--- src/rtl/quad_enc_gen_pkg.sv ---
// Shared definitions for the quadrature encoder generator and its receiver.
// Holds the phase type, generator state encoding and the phase-to-{A,B} map.
package quad_enc_pkg;

  localparam int DEFAULT_COUNTS_PER_REV = 8192;

  typedef logic [1:0] phase_t;

  typedef enum logic {
    IDLE = 1'b0,
    RUN  = 1'b1
  } gen_state_t;

  // Gray sequence so that forward stepping makes A lead B.
  function automatic logic [1:0] phase_to_ab(input phase_t ph);
    logic [1:0] ab;
    case (ph)
      2'd0:    ab = 2'b00;
      2'd1:    ab = 2'b10;
      2'd2:    ab = 2'b11;
      2'd3:    ab = 2'b01;
      default: ab = 2'b00;
    endcase
    return ab;
  endfunction

endpackage

--- src/rtl/quad_enc_gen_step_timer.sv ---
// Loadable down-counter producing a step strobe when the count reaches one.
// A load always takes priority over the running decrement.
module quad_step_timer #(
  parameter int PERIOD_W = 16
) (
  input  logic                sclk,
  input  logic                rstn,
  input  logic                i_en,
  input  logic                i_load,
  input  logic [PERIOD_W-1:0] i_load_val,
  output logic                o_step
);

  logic [PERIOD_W-1:0] r_count;

  // Tick counter: load, else count down while enabled and not yet at zero.
  always_ff @(posedge sclk or negedge rstn) begin
    if (!rstn) begin
      r_count <= {PERIOD_W{1'b0}};
    end else if (i_load) begin
      r_count <= i_load_val;
    end else if (i_en && (r_count != {PERIOD_W{1'b0}})) begin
      r_count <= r_count - PERIOD_W'(1);
    end else begin
      r_count <= r_count;
    end
  end

  assign o_step = i_en && (r_count == PERIOD_W'(1));

endmodule

--- src/rtl/quad_enc_gen.sv ---
// Quadrature encoder emulator: emits A/B/index from a commanded step period and
// direction, with a single-entry command slot that is consumed on step edges.
module quad_enc_gen
  import quad_enc_pkg::*;
#(
  parameter int COUNTS_PER_REV = DEFAULT_COUNTS_PER_REV,
  parameter int COUNT_SIZE     = 13,
  parameter int PERIOD_W       = 16
) (
  input  logic                  sclk,
  input  logic                  rstn,
  input  logic                  cmd_valid,
  output logic                  cmd_ready,
  input  logic [PERIOD_W-1:0]   cmd_period,
  input  logic                  cmd_dir,
  input  logic                  cmd_run,
  input  logic                  home,
  output logic                  enc_a,
  output logic                  enc_b,
  output logic                  enc_i,
  output logic [COUNT_SIZE-1:0] position,
  output logic                  step_pulse,
  output logic                  running
);

  gen_state_t            r_state;
  logic                  r_running;
  logic                  r_pend_valid;
  logic [PERIOD_W-1:0]   r_pend_period;
  logic                  r_pend_dir;
  logic                  r_pend_run;
  logic [PERIOD_W-1:0]   r_active_period;
  logic                  r_active_dir;
  phase_t                r_phase;
  logic [COUNT_SIZE-1:0] r_position;
  logic                  r_enc_a;
  logic                  r_enc_b;
  logic                  r_enc_i;
  logic                  r_step_pulse;

  logic                  w_accept;
  logic                  w_step_edge;
  logic                  w_apply_idle;
  logic                  w_apply_pend;
  logic                  w_apply;
  logic [PERIOD_W-1:0]   w_app_period;
  logic                  w_app_dir;
  logic                  w_app_run;
  logic                  w_load;
  logic [PERIOD_W-1:0]   w_load_val;
  phase_t                w_phase_nxt;
  logic [COUNT_SIZE-1:0] w_pos_nxt;

  assign w_accept     = cmd_valid && !r_pend_valid;
  assign w_apply_idle = (r_state == IDLE) && w_accept;
  assign w_apply_pend = w_step_edge && r_pend_valid;
  assign w_apply      = w_apply_idle || w_apply_pend;
  assign w_load       = w_apply || w_step_edge || home;

  // Command source: the slot when draining at a step edge, else the live port.
  always_comb begin
    w_app_period = cmd_period;
    w_app_dir    = cmd_dir;
    w_app_run    = cmd_run;
    if (w_apply_pend) begin
      w_app_period = r_pend_period;
      w_app_dir    = r_pend_dir;
      w_app_run    = r_pend_run;
    end else begin
      w_app_period = cmd_period;
      w_app_dir    = cmd_dir;
      w_app_run    = cmd_run;
    end
    w_load_val = w_apply ? w_app_period : r_active_period;
  end

  // Next phase/position for a step in the active direction, with revolution wrap.
  always_comb begin
    w_pos_nxt   = r_position;
    w_phase_nxt = r_phase;
    if (r_active_dir) begin
      w_phase_nxt = r_phase + 2'd1;
      if (r_position == COUNT_SIZE'(COUNTS_PER_REV - 1)) begin
        w_pos_nxt = {COUNT_SIZE{1'b0}};
      end else begin
        w_pos_nxt = r_position + COUNT_SIZE'(1);
      end
    end else begin
      w_phase_nxt = r_phase - 2'd1;
      if (r_position == {COUNT_SIZE{1'b0}}) begin
        w_pos_nxt = COUNT_SIZE'(COUNTS_PER_REV - 1);
      end else begin
        w_pos_nxt = r_position - COUNT_SIZE'(1);
      end
    end
  end

  quad_step_timer #(
    .PERIOD_W (PERIOD_W)
  ) u_timer (
    .sclk       (sclk),
    .rstn       (rstn),
    .i_en       (r_state == RUN),
    .i_load     (w_load),
    .i_load_val (w_load_val),
    .o_step     (w_step_edge)
  );

  // Generator FSM and command slot.
  always_ff @(posedge sclk or negedge rstn) begin
    if (!rstn) begin
      r_state         <= IDLE;
      r_running       <= 1'b0;
      r_pend_valid    <= 1'b0;
      r_pend_period   <= {PERIOD_W{1'b0}};
      r_pend_dir      <= 1'b0;
      r_pend_run      <= 1'b0;
      r_active_period <= {PERIOD_W{1'b0}};
      r_active_dir    <= 1'b0;
    end else begin
      if (w_apply) begin
        r_active_period <= w_app_period;
        r_active_dir    <= w_app_dir;
        if (w_app_run && (w_app_period != {PERIOD_W{1'b0}})) begin
          r_state   <= RUN;
          r_running <= 1'b1;
        end else begin
          r_state   <= IDLE;
          r_running <= 1'b0;
        end
      end
      case (r_state)
        IDLE: r_pend_valid <= 1'b0;
        RUN: begin
          if (w_apply_pend) begin
            r_pend_valid <= 1'b0;
          end else if (w_accept) begin
            r_pend_valid  <= 1'b1;
            r_pend_period <= cmd_period;
            r_pend_dir    <= cmd_dir;
            r_pend_run    <= cmd_run;
          end
        end
        default: begin
          r_state      <= IDLE;
          r_running    <= 1'b0;
          r_pend_valid <= 1'b0;
        end
      endcase
    end
  end

  // Phase, position and pin outputs; home overrides a coincident step.
  always_ff @(posedge sclk or negedge rstn) begin
    if (!rstn) begin
      r_phase      <= 2'd0;
      r_position   <= {COUNT_SIZE{1'b0}};
      r_enc_a      <= 1'b0;
      r_enc_b      <= 1'b0;
      r_enc_i      <= 1'b1;
      r_step_pulse <= 1'b0;
    end else if (home) begin
      r_phase      <= 2'd0;
      r_position   <= {COUNT_SIZE{1'b0}};
      r_enc_a      <= 1'b0;
      r_enc_b      <= 1'b0;
      r_enc_i      <= 1'b1;
      r_step_pulse <= 1'b0;
    end else if (w_step_edge) begin
      r_phase            <= w_phase_nxt;
      r_position         <= w_pos_nxt;
      {r_enc_a, r_enc_b} <= phase_to_ab(w_phase_nxt);
      r_enc_i            <= (w_pos_nxt == {COUNT_SIZE{1'b0}});
      r_step_pulse       <= 1'b1;
    end else begin
      r_step_pulse <= 1'b0;
    end
  end

  assign cmd_ready  = !r_pend_valid;
  assign enc_a      = r_enc_a;
  assign enc_b      = r_enc_b;
  assign enc_i      = r_enc_i;
  assign position   = r_position;
  assign step_pulse = r_step_pulse;
  assign running    = r_running;

endmodule

--- config.mk ---
export PLATFORM = sky130hd
export DESIGN_NAME = quad_enc_gen
export DESIGN_NICKNAME = d
export VERILOG_FILES = /design/src/rtl/quad_enc_gen_pkg.sv /design/src/rtl/quad_enc_gen_step_timer.sv /design/src/rtl/quad_enc_gen.sv
export SDC_FILE = /design/constraint.sdc
export NUM_CORES = 1
export LEC_CHECK = 0
export CELL_PAD_IN_SITES_DETAIL_PLACEMENT = 1
export CELL_PAD_IN_SITES_GLOBAL_PLACEMENT = 2
export CORE_MARGIN = 10
export CORE_UTILIZATION = 34
export CTS_BUF_LIST = sky130_fd_sc_hd__clkbuf_2
export CTS_CLUSTER_DIAMETER = 100
export DETAILED_ROUTE_END_ITERATION = 8
export PLACE_DENSITY_LB_ADDON = 0.08
export REMOVE_ABC_BUFFERS = 1
export SYNTH_ARGS = -nofsm -noshare
export SYNTH_HDL_FRONTEND = slang
export SYNTH_HIERARCHICAL = 1
export SYNTH_SLANG_ARGS = --single-unit
--- constraint.sdc ---
create_clock -name sclk -period 3.2 [get_ports sclk]
set_clock_uncertainty 0.1 [all_clocks]
set_input_delay 0.64 -clock sclk [delete_from_list [all_inputs] [get_ports sclk]]
set_output_delay 0.64 -clock sclk [all_outputs]
set_load 0.02 [all_outputs]
## Yosys cells after proc, flatten, opt, wreduce, memory -nomap -nowiden

Cells that the tools add are included.
W data, S select, Z words.

| cells by class | value |
|---|---|
| mux-type cells | 27 |
| equality and inequality tests | 6 |
| add/sub/neg operators | 5 |
| bitwise logic cells | 2 |
| reductions and logical operators | 18 |

Operators by type and width:

| operator | number |
|---|---|
| $mux W13 | 5 |
| $mux W16 | 4 |
| $reduce_bool A16 Y1 | 2 |
| $logic_not A13 Y1 | 2 |
| $eq A16 B1 Y1 const B | 1 |
| $sub A16 B1 Y16 const B | 1 |
| $add A13 B1 Y13 const B | 1 |
| $eq A13 B13 Y1 const B | 1 |
| $mux W1 | 13 |
| $sub A13 B1 Y13 const B | 1 |
| $pmux W2 S4 | 1 |
| $logic_and A1 B1 Y1 | 6 |
| $mux W2 | 3 |
| $eq A2 B2 Y1 const B | 2 |
| $reduce_bool A2 Y1 | 2 |
| $logic_or A1 B1 Y1 | 3 |
| $ne A3 B1 Y1 const B | 1 |
| $reduce_and A3 Y1 | 1 |
| $add A2 B1 Y2 const B | 1 |
| $eq A2 B1 Y1 const B | 1 |
| $logic_not A2 Y1 | 1 |
| $not A1 Y1 | 2 |
| $pmux W1 S2 | 1 |
| $sub A2 B1 Y2 const B | 1 |
| $logic_not A1 Y1 | 1 |

| storage, ports and cells | value |
|---|---|
| logic and storage cells | 72 |
| flip-flop bits (word level) | 72 |

## Longest topological paths before layout

Gate-level depths: netlist of run 1.

| depth | value |
|---|---|
| depth after elaboration | 7 |
| depth in mapped cells | 12 |
| gate-level depth less buffers | 10 |

## Hierarchy

The synthesis of run 1 kept the hierarchy.

Modules (own cells, without submodules):

| module | instances | cells each | area an instance (µm²) | seq. area each (µm²) |
|---|---|---|---|---|
| quad_enc_gen | 1 | 312 | 3035.4 | 1377.6 |
| quad_step_timer | 1 | 118 | 1077.3 | 400.4 |

## Worst setup path before layout of run 1

Ideal clock, no wire load.

| timing | value |
|---|---|
| path type | register to register |
| start | register u_timer.r_count[12] |
| end | register u_timer.r_count[6] |
| buffers on the path | 2 |
| path slack | 163 ps |
| library setup time | 133 ps |
| stages on the path, launching flop included | 11 |
| arrival | 2804 ps |
| cell sequence | dfrtp_1 > nor4_1 > and4b_1 > and4b_1 > clkbuf_1 > nand2_1 > clkbuf_1 > mux2i_1 > o21ai_0 > a21oi_1 > o41ai_1 |

| between the ends | value |
|---|---|
| elaborated cells on any way between the ends | 12 |
| classes of those cells | eq/ne: 1; mux: 3; reduce/logical: 8 |

RTL lines:

| element | RTL line | RTL |
|---|---|---|
| from (decl) | quad_enc_gen_step_timer.sv:14 | `logic [PERIOD_W-1:0] r_count;` |
| from (signal assigned) | quad_enc_gen_step_timer.sv:19 | `r_count <= {PERIOD_W{1'b0}};` |
| from (signal assigned) | quad_enc_gen_step_timer.sv:21 | `r_count <= i_load_val;` |
| from (signal assigned) | quad_enc_gen_step_timer.sv:23 | `r_count <= r_count - PERIOD_W'(1);` |
| $eq A16 B1 Y1 * | quad_enc_gen_step_timer.sv:29 | `assign o_step = i_en && (r_count == PERIOD_W'(1));` |
| $logic_and A1 B1 Y1 * | quad_enc_gen_step_timer.sv:29 |  |
| via w_step_edge | quad_enc_gen.sv:42 | `logic w_step_edge;` |
| $logic_and A1 B1 Y1 * | quad_enc_gen.sv:56 | `assign w_apply_pend = w_step_edge && r_pend_valid;` |
| $mux W16 / $logic_or A1 B1 Y1 (equally long branches) | quad_enc_gen.sv:65, quad_enc_gen.sv:57 |  |
| $mux W16 * | - |  |
| via w_load_val[6] | quad_enc_gen.sv:50 | `logic [PERIOD_W-1:0] w_load_val;` |
| $mux W16 * | quad_enc_gen_step_timer.sv:20 | `end else if (i_load) begin` |

The timed path passes the listed nets; every way through them passes the cells marked *.
A chain may end at the register's enable or synchronous reset.

## Final worst setup path of run 1

| timing | value |
|---|---|
| start | register r_position[0] (netlist: position[0]) |
| end | register r_enc_i (netlist: enc_i) |

| between the ends | value |
|---|---|
| cells in the longest elaborated chain, start to end | 6 |
| elaborated cells on any way between the ends | 10 |
| classes of those cells | add/sub: 2; eq/ne: 1; mux: 5; reduce/logical: 2 |

Ends and longest elaborated chain:

| element | RTL line | RTL |
|---|---|---|
| from (decl) | quad_enc_gen.sv:35 | `logic [COUNT_SIZE-1:0] r_position;` |
| from (signal assigned) | quad_enc_gen.sv:157 | `r_position <= {COUNT_SIZE{1'b0}};` |
| from (signal assigned) | quad_enc_gen.sv:164 | `r_position <= {COUNT_SIZE{1'b0}};` |
| from (signal assigned) | quad_enc_gen.sv:171 | `r_position <= w_pos_nxt;` |
| $sub A13 B1 Y13 (tied with other cells) | quad_enc_gen.sv:93 | `w_pos_nxt = r_position - COUNT_SIZE'(1);` |
| $mux W13 (on tied branches) | quad_enc_gen.sv:90, quad_enc_gen.sv:83 |  |
| $mux W13 * | quad_enc_gen.sv:81 | `if (r_active_dir) begin` |
| $logic_not A13 Y1 * | quad_enc_gen.sv:173 | `r_enc_i <= (w_pos_nxt == {COUNT_SIZE{1'b0}});` |
| $mux W1 * | quad_enc_gen.sv:169 | `end else if (w_step_edge) begin` |
| $mux W1 * | quad_enc_gen.sv:162 | `end else if (home) begin` |
| to (signal assigned) | quad_enc_gen.sv:173 |  |
| to (decl) | quad_enc_gen.sv:38 | `logic r_enc_i;` |

Mark *: on every way between the ends. The rest lies on a longest branch, timed or not. The select of a mux whose other input is x is not followed.

==> results by group, run 1 <==
Setup path
  – Slowest cell on crit path: dfrtp_1
  – Worst Path Required: 3560 ps
  – Crit path DAT: 3270 ps
  – CP endpoint kind: flop
  – Crit path largest cell delay: 570 ps
  – Critical Path Start Type: flop
  – FF-to-FF path depth: 9
  – Cells along the critical path: inv_1, ha_1, or4b_4, nor4b_1, buf_4, o21ai_0, a22oi_1, nand4_1, o31ai_1
  – Setup CP Type: reg2reg
  – Crit Path Max Fanout: 12

Logic synthesis
  – Flop and latch count out of synthesis: 71
  – Synthesized area: approximately 4100 µm²
  – Sequential-to-total area share from yosys stat: 43.2%
  – Synth Warn #: 6
  – Fraction of the mapped netlist area in simple logic gates: 21.6%
  – Synth Area in Adders: under 10%
  – Mux cell area share after synthesis: between 10% and 20%
  – Synth Instances: 430
  – Post-synth ARST share: 100%
  – Distinct cells, synth: 63
  – Post-synth top flop: dfrtp_1
  – Largest family of logic cells by synthesized area: simple AND/OR/NAND/NOR gates
  – Complex-gate fraction of the synthesized area: 17.1%
  – Post-synth EDFFs: 0
  – Syn avg cell area: ~9.6 µm²
  – Xor/xnor share of the synthesized area: 1.92%

Routing
  – Routed WL: 12,000 µm
  – Number of vias per cell: 5.66
  – Initial drt markers: around 210
  – # DRC: 0
  – Routed Antenna Nets: 0
  – Drt pass-1 iters: 4
  – Vias: 3,545
  – DR WL/cell: 19.2 µm

Clock network
  – Max Buffers Root-to-Sink: 2
  – Root Buffer: clkbuf_2
  – Total CTS buffers: 9
  – H-tree levels: 3
  – Worst-Skew Late Latency: approximately 580 ps
  – Post-CTS Setup Inserts: 0
  – CTS tree: yes
  – Clock transition at path regs: 240 ps
  – Clock sinks: 71

Die
  – Die Wd: 130 µm
  – Core area: 11,900 µm²
  – I/O Pins: 41
  – Row count: 40
  – Die height: approximately 130 µm
  – Die area: about 17,000 µm²
  – Initial Util: 34.5%

Finish
  – Diodes inserted: 0
  – Final #Nets: 500
  – Area Overhead vs Synth: 18.0%
  – FF/Latch Area: 1780 µm²
  – Non-Filler Instances: 626
  – Layout cells sized above 1: roughly 15%
  – Footprint of the multi-input gates: 2170 µm²
  – Fillers: ~1,400

Timing
  – Fin crit period: ~2900 ps
  – F_max: 344 MHz
  – Worst slew pin tran: ~940 ps
  – RSZ-0062 raised after global routing: false
  – Final slew viol count: 0
  – Final period utilization: 90.8%
  – Final setup fails: 0
  – Final worst slack: 295 ps
  – Relative slew slack: 37.5%
  – Hold Violations, Final: 0

Worst hold path
  – Hold Path Class: in2async

Global route
  – Vias in the first global route: 3,776
  – First-pass GRT wire length: 20,000 µm
  – Largest net degree at the start of global routing: 72
  – Tot GR Track Use: 15.0%
  – Total gr overflow: 0
  – Initial antenna violation count: 0

Placed design
  – RePlAce Congestion: 0.798
  – Dpl hpwl: between 8000 and 9000 µm
  – Post-Place Cells: 610
  – Port bufs: 40
  – Place WS: 145 ps

Power
  – Peak supply drop: 316 µV
  – P per Cell Area: ~650 nW/µm²
  – P_leak: 2.02 nW

Status
  – Status: completed

Job
  – Max cap viols: 0
repair_timing:
action | CTS | global route
endpoints found under the setup margin | 0 | 5
hold buffers | 0 | 0
gates resized for setup | 0 | 4
stage by stage:
| step | hold WS [ps] | total power, mW | TNS (ps) | cell area (µm²) | util, % |
|---|---|---|---|---|---|
| after global routing | 61.6 | 3.42 | 0 | 4850 | 40.7 |
| after CTS | 64.4 | 3.19 | 0 | 4830 | 40.6 |
| after detailed placement | 385 | 2.64 | 0 | 4720 | 39.6 |
| final | 39.5 | 3.16 | 0 | 4850 | 40.7 |
| after floorplan | 244 | 2.18 | -413 | 3970 | - |
| after global placement | 381 | 2.59 | 0 | 4720 | 39.6 |
cell families after synthesis:
logic type               after synthesis
multiplexers                          40
AND/OR/NAND/NOR                      161
flip-flops                            71
adder cells (fa/ha/maj)                4
XOR/XNOR                               9
buffers and inverters                 41
AO/OA/AOI/OAI                        104
worst max-delay path: cells and delay by family (launching register included):
kind                     cells  cell delay [ps]
AND/OR/NAND/NOR              3              990
adder cells (fa/ha/maj)      1              230
flip-flops                   1              570
AO/OA/AOI/OAI                3              590
buffers and inverters        2              310
synthesized netlist by cell type, types with 3 or more instances:
master | n | area, µm²
dfrtp_1 | 70 | 1750
nand2_1 | 36 | 135
o21ai_0 | 32 | 160
nor2_1 | 26 | 97.6
clkbuf_1 | 21 | 78.8
mux2i_1 | 21 | 210
nor4_1 | 21 | 131
mux2_2 | 19 | 214
a21oi_1 | 13 | 65.1
or3_1 | 13 | 81.3
inv_1 | 12 | 45.0
a31oi_1 | 11 | 68.8
nand3_1 | 10 | 50.1
nand4_1 | 9 | 56.3
nor3_1 | 8 | 40.0
o31ai_1 | 8 | 60.1
or4_1 | 8 | 60.1
a211oi_1 | 7 | 52.6
xnor2_1 | 5 | 43.8
ha_1 | 4 | 50.1
nor2b_1 | 4 | 25.0
or2_2 | 4 | 25.0
xor2_1 | 4 | 35.0
and3_1 | 3 | 18.8
buf_2 | 3 | 15.0
nand2b_1 | 3 | 18.8
nor3b_1 | 3 | 22.5
o31a_1 | 3 | 26.3
o41ai_1 | 3 | 26.3
worst paths after layout:
check | from | endpoint | slack, ps
worst max register to register | position[0] | enc_i | 300
min in group sclk | r_active_period[4] | r_active_period[4] | 420
worst min-delay path | rstn | position[3] | 40
max in group asynchronous | rstn | u_timer/r_count[12] | 2310
worst min register to register | r_active_period[4] | r_active_period[4] | 420
worst max-delay path | position[0] | enc_i | 300
area by class of cell:
| class | count | share of cell area (%) |
|---|---|---|
| multi-input combinational | 318 | 44.7 |
| clock buffer | 9 | 0.928 |
| sequential | 71 | 36.6 |
| inverter | 12 | 0.928 |
| tap | 147 | 3.79 |
| clock inverter | 7 | 1.47 |
| timing repair buffer | 62 | 11.6 |
state kept, by name (all words and copies together) (netlist names):
name,count
r_active_period,16
r_pend_period,16
u_timer/r_count,16
position,13
r_phase,2
enc_a,1
enc_i,1
r_active_dir,1
r_pend_dir,1
r_pend_run,1
r_pend_valid,1
running,1
step_pulse,1
cells in the final DEF (no fill, tap or decap), drive strengths merged, types with 14 or more instances in the layout:
master and count:
dfrtp 70, nor4 21, o21ai 34, buf 23, nor2 26, or3 14
mux2i 21, mux2 19, a21oi 14, clkdlybuf4s50 39, nand2 36, inv 14
per-layer routing:
metal	up-vias	routed length [µm]	GRT usage, %
met3	19	337	2.88
met4	0	197	6.08
met1	1772	5210	16.7
met2	40	6300	27.4
met5	-	0	0
li1	1714	-	-
report_power, final:
group | internal [mW] | leakage, nW | switching, mW | total (mW)
Clock | 0.182 | 0.0680 | 0.364 | 0.546
Sequential | 1.19 | 0.918 | 0.235 | 1.43
Combinational | 0.548 | 1.03 | 0.634 | 1.18
Power figures use the tool's default switching activity.
==> inputs of run 2 (changes only) <==
Settings changed: CORE_UTILIZATION 34 to 40, PLACE_DENSITY_LB_ADDON 0.08 to 0.1.
Clock period 3.2 ns to 3.75 ns, I/O delays scaled along.
==> results by group, run 2 (synthesis gave the netlist of run 1 again) <==
Clock network
  – Total CTS buffers: 9
  – H-tree levels: 3
  – Post-CTS Setup Inserts: 0
  – Post-CTS Resized: 0
  – Root Buffer: clkbuf_2
  – CTS tree: yes
  – Worst-Skew Late Latency: 550 ps
  – Clock sinks: 71
  – CTS Hold Buffers Added: 0
  – Clock transition at path regs: 220 ps
  – Max Buffers Root-to-Sink: 2

Timing
  – Relative slew slack: 38.6%
  – Setup TNS: 0 ps
  – Final slew viol count: 0
  – F_max: 301 MHz
  – Worst slew pin tran: 918 ps
  – Final setup fails: 0
  – RSZ-0062 raised after global routing: false
  – Fin crit period: 3320 ps
  – Hold Violations, Final: 0
  – Final period utilization: 88.6%

Die
  – Die area: 14,700 µm²
  – Row count: 36
  – Initial Util: 41.5%
  – I/O Pins: 41
  – Die Wd: 121 µm
  – Core area: 9910 µm²
  – Die height: 121 µm

Global route
  – Largest net degree at the start of global routing: 72
  – Total gr overflow: 0
  – First-pass GRT wire length: about 20,000 µm
  – Tot GR Track Use: 16.6%
  – Vias in the first global route: approximately 3,900
  – Initial antenna violation count: 0

Finish
  – Final #Nets: slightly below 500
  – Post-route cell area: 4720 µm²
  – Biggest regs: r_active_period x16, r_pend_period x16, u_timer/r_count x16
  – Diodes inserted: 0
  – Most common cell after layout, fill and taps aside: dfrtp_1
  – Layout cells sized above 1: 12.3%
  – Most frequent cells in the layout: dfrtp_1 (70), clkdlybuf4s50_1 (39), nand2_1 (36), o21ai_0 (32), nor2_1 (26)
  – Non-Filler Instances: a little under 600
  – Area Overhead vs Synth: 14.8%
  – Fillers: 1,135

Setup path
  – CP endpoint kind: flop
  – Worst Path Required: 4100 ps
  – Critical Path Start Type: flop
  – Crit Path Max Fanout: 14
  – Crit path DAT: 3680 ps
  – Setup CP Type: reg2reg

Power
  – Clock network power share: 18.5%
  – Sequential group share of total power: a little under half
  – Peak supply drop: 264 µV
  – Sw Share: 38.2%
  – Internal power: about 1.7 mW
  – P_leak: 1.96 nW
  – Combinational Power Share: between 30% and 40%
  – P per Cell Area: ~570 nW/µm²
  – Sw Pwr: 1.03 mW

Placed design
  – RePlAce Congestion: approximately 0.83
  – Placed Area: 4590 µm²
  – Post-Place Cells: about 580
  – Dpl hpwl: 8570 µm
  – Port bufs: 40

Worst hold path
  – Hold Path Class: in2async

Routing
  – DR WL/cell: ~20 µm
  – Vias: 3,567
  – Number of vias per cell: around 6
  – # DRC: 0
  – Routed Antenna Nets: 0
  – Initial drt markers: 209
  – Drt pass-1 iters: 4
  – Routed WL: 11,800 µm

Job
  – Max cap viols: 0

Status
  – Status: completed
==> run 2: power by group through the flow <==
stage          Combinational (mW)  Sequential (mW)  Clock [mW]
2_1_floorplan               0.664             1.20           0
3_3_place_gp                0.910             1.26           0
3_5_place_dp                0.940             1.28           0
4_1_cts                     0.943             1.26       0.524
5_1_grt                      1.05             1.31       0.563
6_report                    0.933             1.26       0.500
==> run 2: final timing paths <==
kind | slack (ps) | endpoint | cells after the start | start
hold reg to reg | 420 | u_timer/r_count[6] | 1 | u_timer/r_count[6]
setup / recovery | 430 | u_timer/r_count[9] | 9 | u_timer/r_count[9]
setup reg to reg | 430 | u_timer/r_count[9] | 9 | u_timer/r_count[9]
max in group asynchronous | 2740 | u_timer/r_count[11] | 1 | rstn
min in group sclk | 420 | u_timer/r_count[6] | 1 | u_timer/r_count[6]
hold / removal | 190 | position[4] | 1 | rstn
==> run 2: stage by stage <==
stage / power (mW) / worst slack, ps / hold WS, ps / util, %
2_1_floorplan: 1.86 / 378 / 345 / -
3_3_place_gp: 2.17 / 657 / 379 / 46.4
3_5_place_dp: 2.22 / 481 / 391 / 46.4
4_1_cts: 2.73 / 410 / 191 / 47.7
5_1_grt: 2.92 / 118 / 187 / 47.7
6_report: 2.70 / 428 / 188 / 47.7
==> run 2: area by class of cell <==
| type | instances | area (µm²) | share of cell area, % |
|---|---|---|---|
| clock buffer | 9 | 45.0 | 0.954 |
| inverter | 12 | 45.0 | 0.954 |
| clock inverter | 6 | 85.1 | 1.80 |
| multi-input combinational | 318 | 2150 | 45.4 |
| sequential | 71 | 1780 | 37.6 |
| tap | 133 | 166 | 3.52 |
| timing repair buffer | 48 | 458 | 9.70 |
==> run 2: per-layer routing <==
metal	GRT usage, %	vias to the layer above	routed length, µm
met4	6.41	0	297
met3	4.14	26	390
li1	-	1683	-
met2	30.4	56	6220
met1	18.0	1802	4870
met5	0	-	0
==> run 2: worst max-delay path, cell delays in order (launching register included) <==
cell and delay, ps:
dfrtp_1 470, nor4_1 590, and4b_1 310, and4b_1 290, nand2_1 470, buf_4 370
mux2i_1 140, o21ai_0 290, nor2_1 70, a31oi_1 160
==> inputs of run 3 (changes only) <==
Settings changed: CTS_CLUSTER_DIAMETER 100 to 30.
==> results of run 3 <==
Final layout, timing and power as in run 2 (identical DEF).
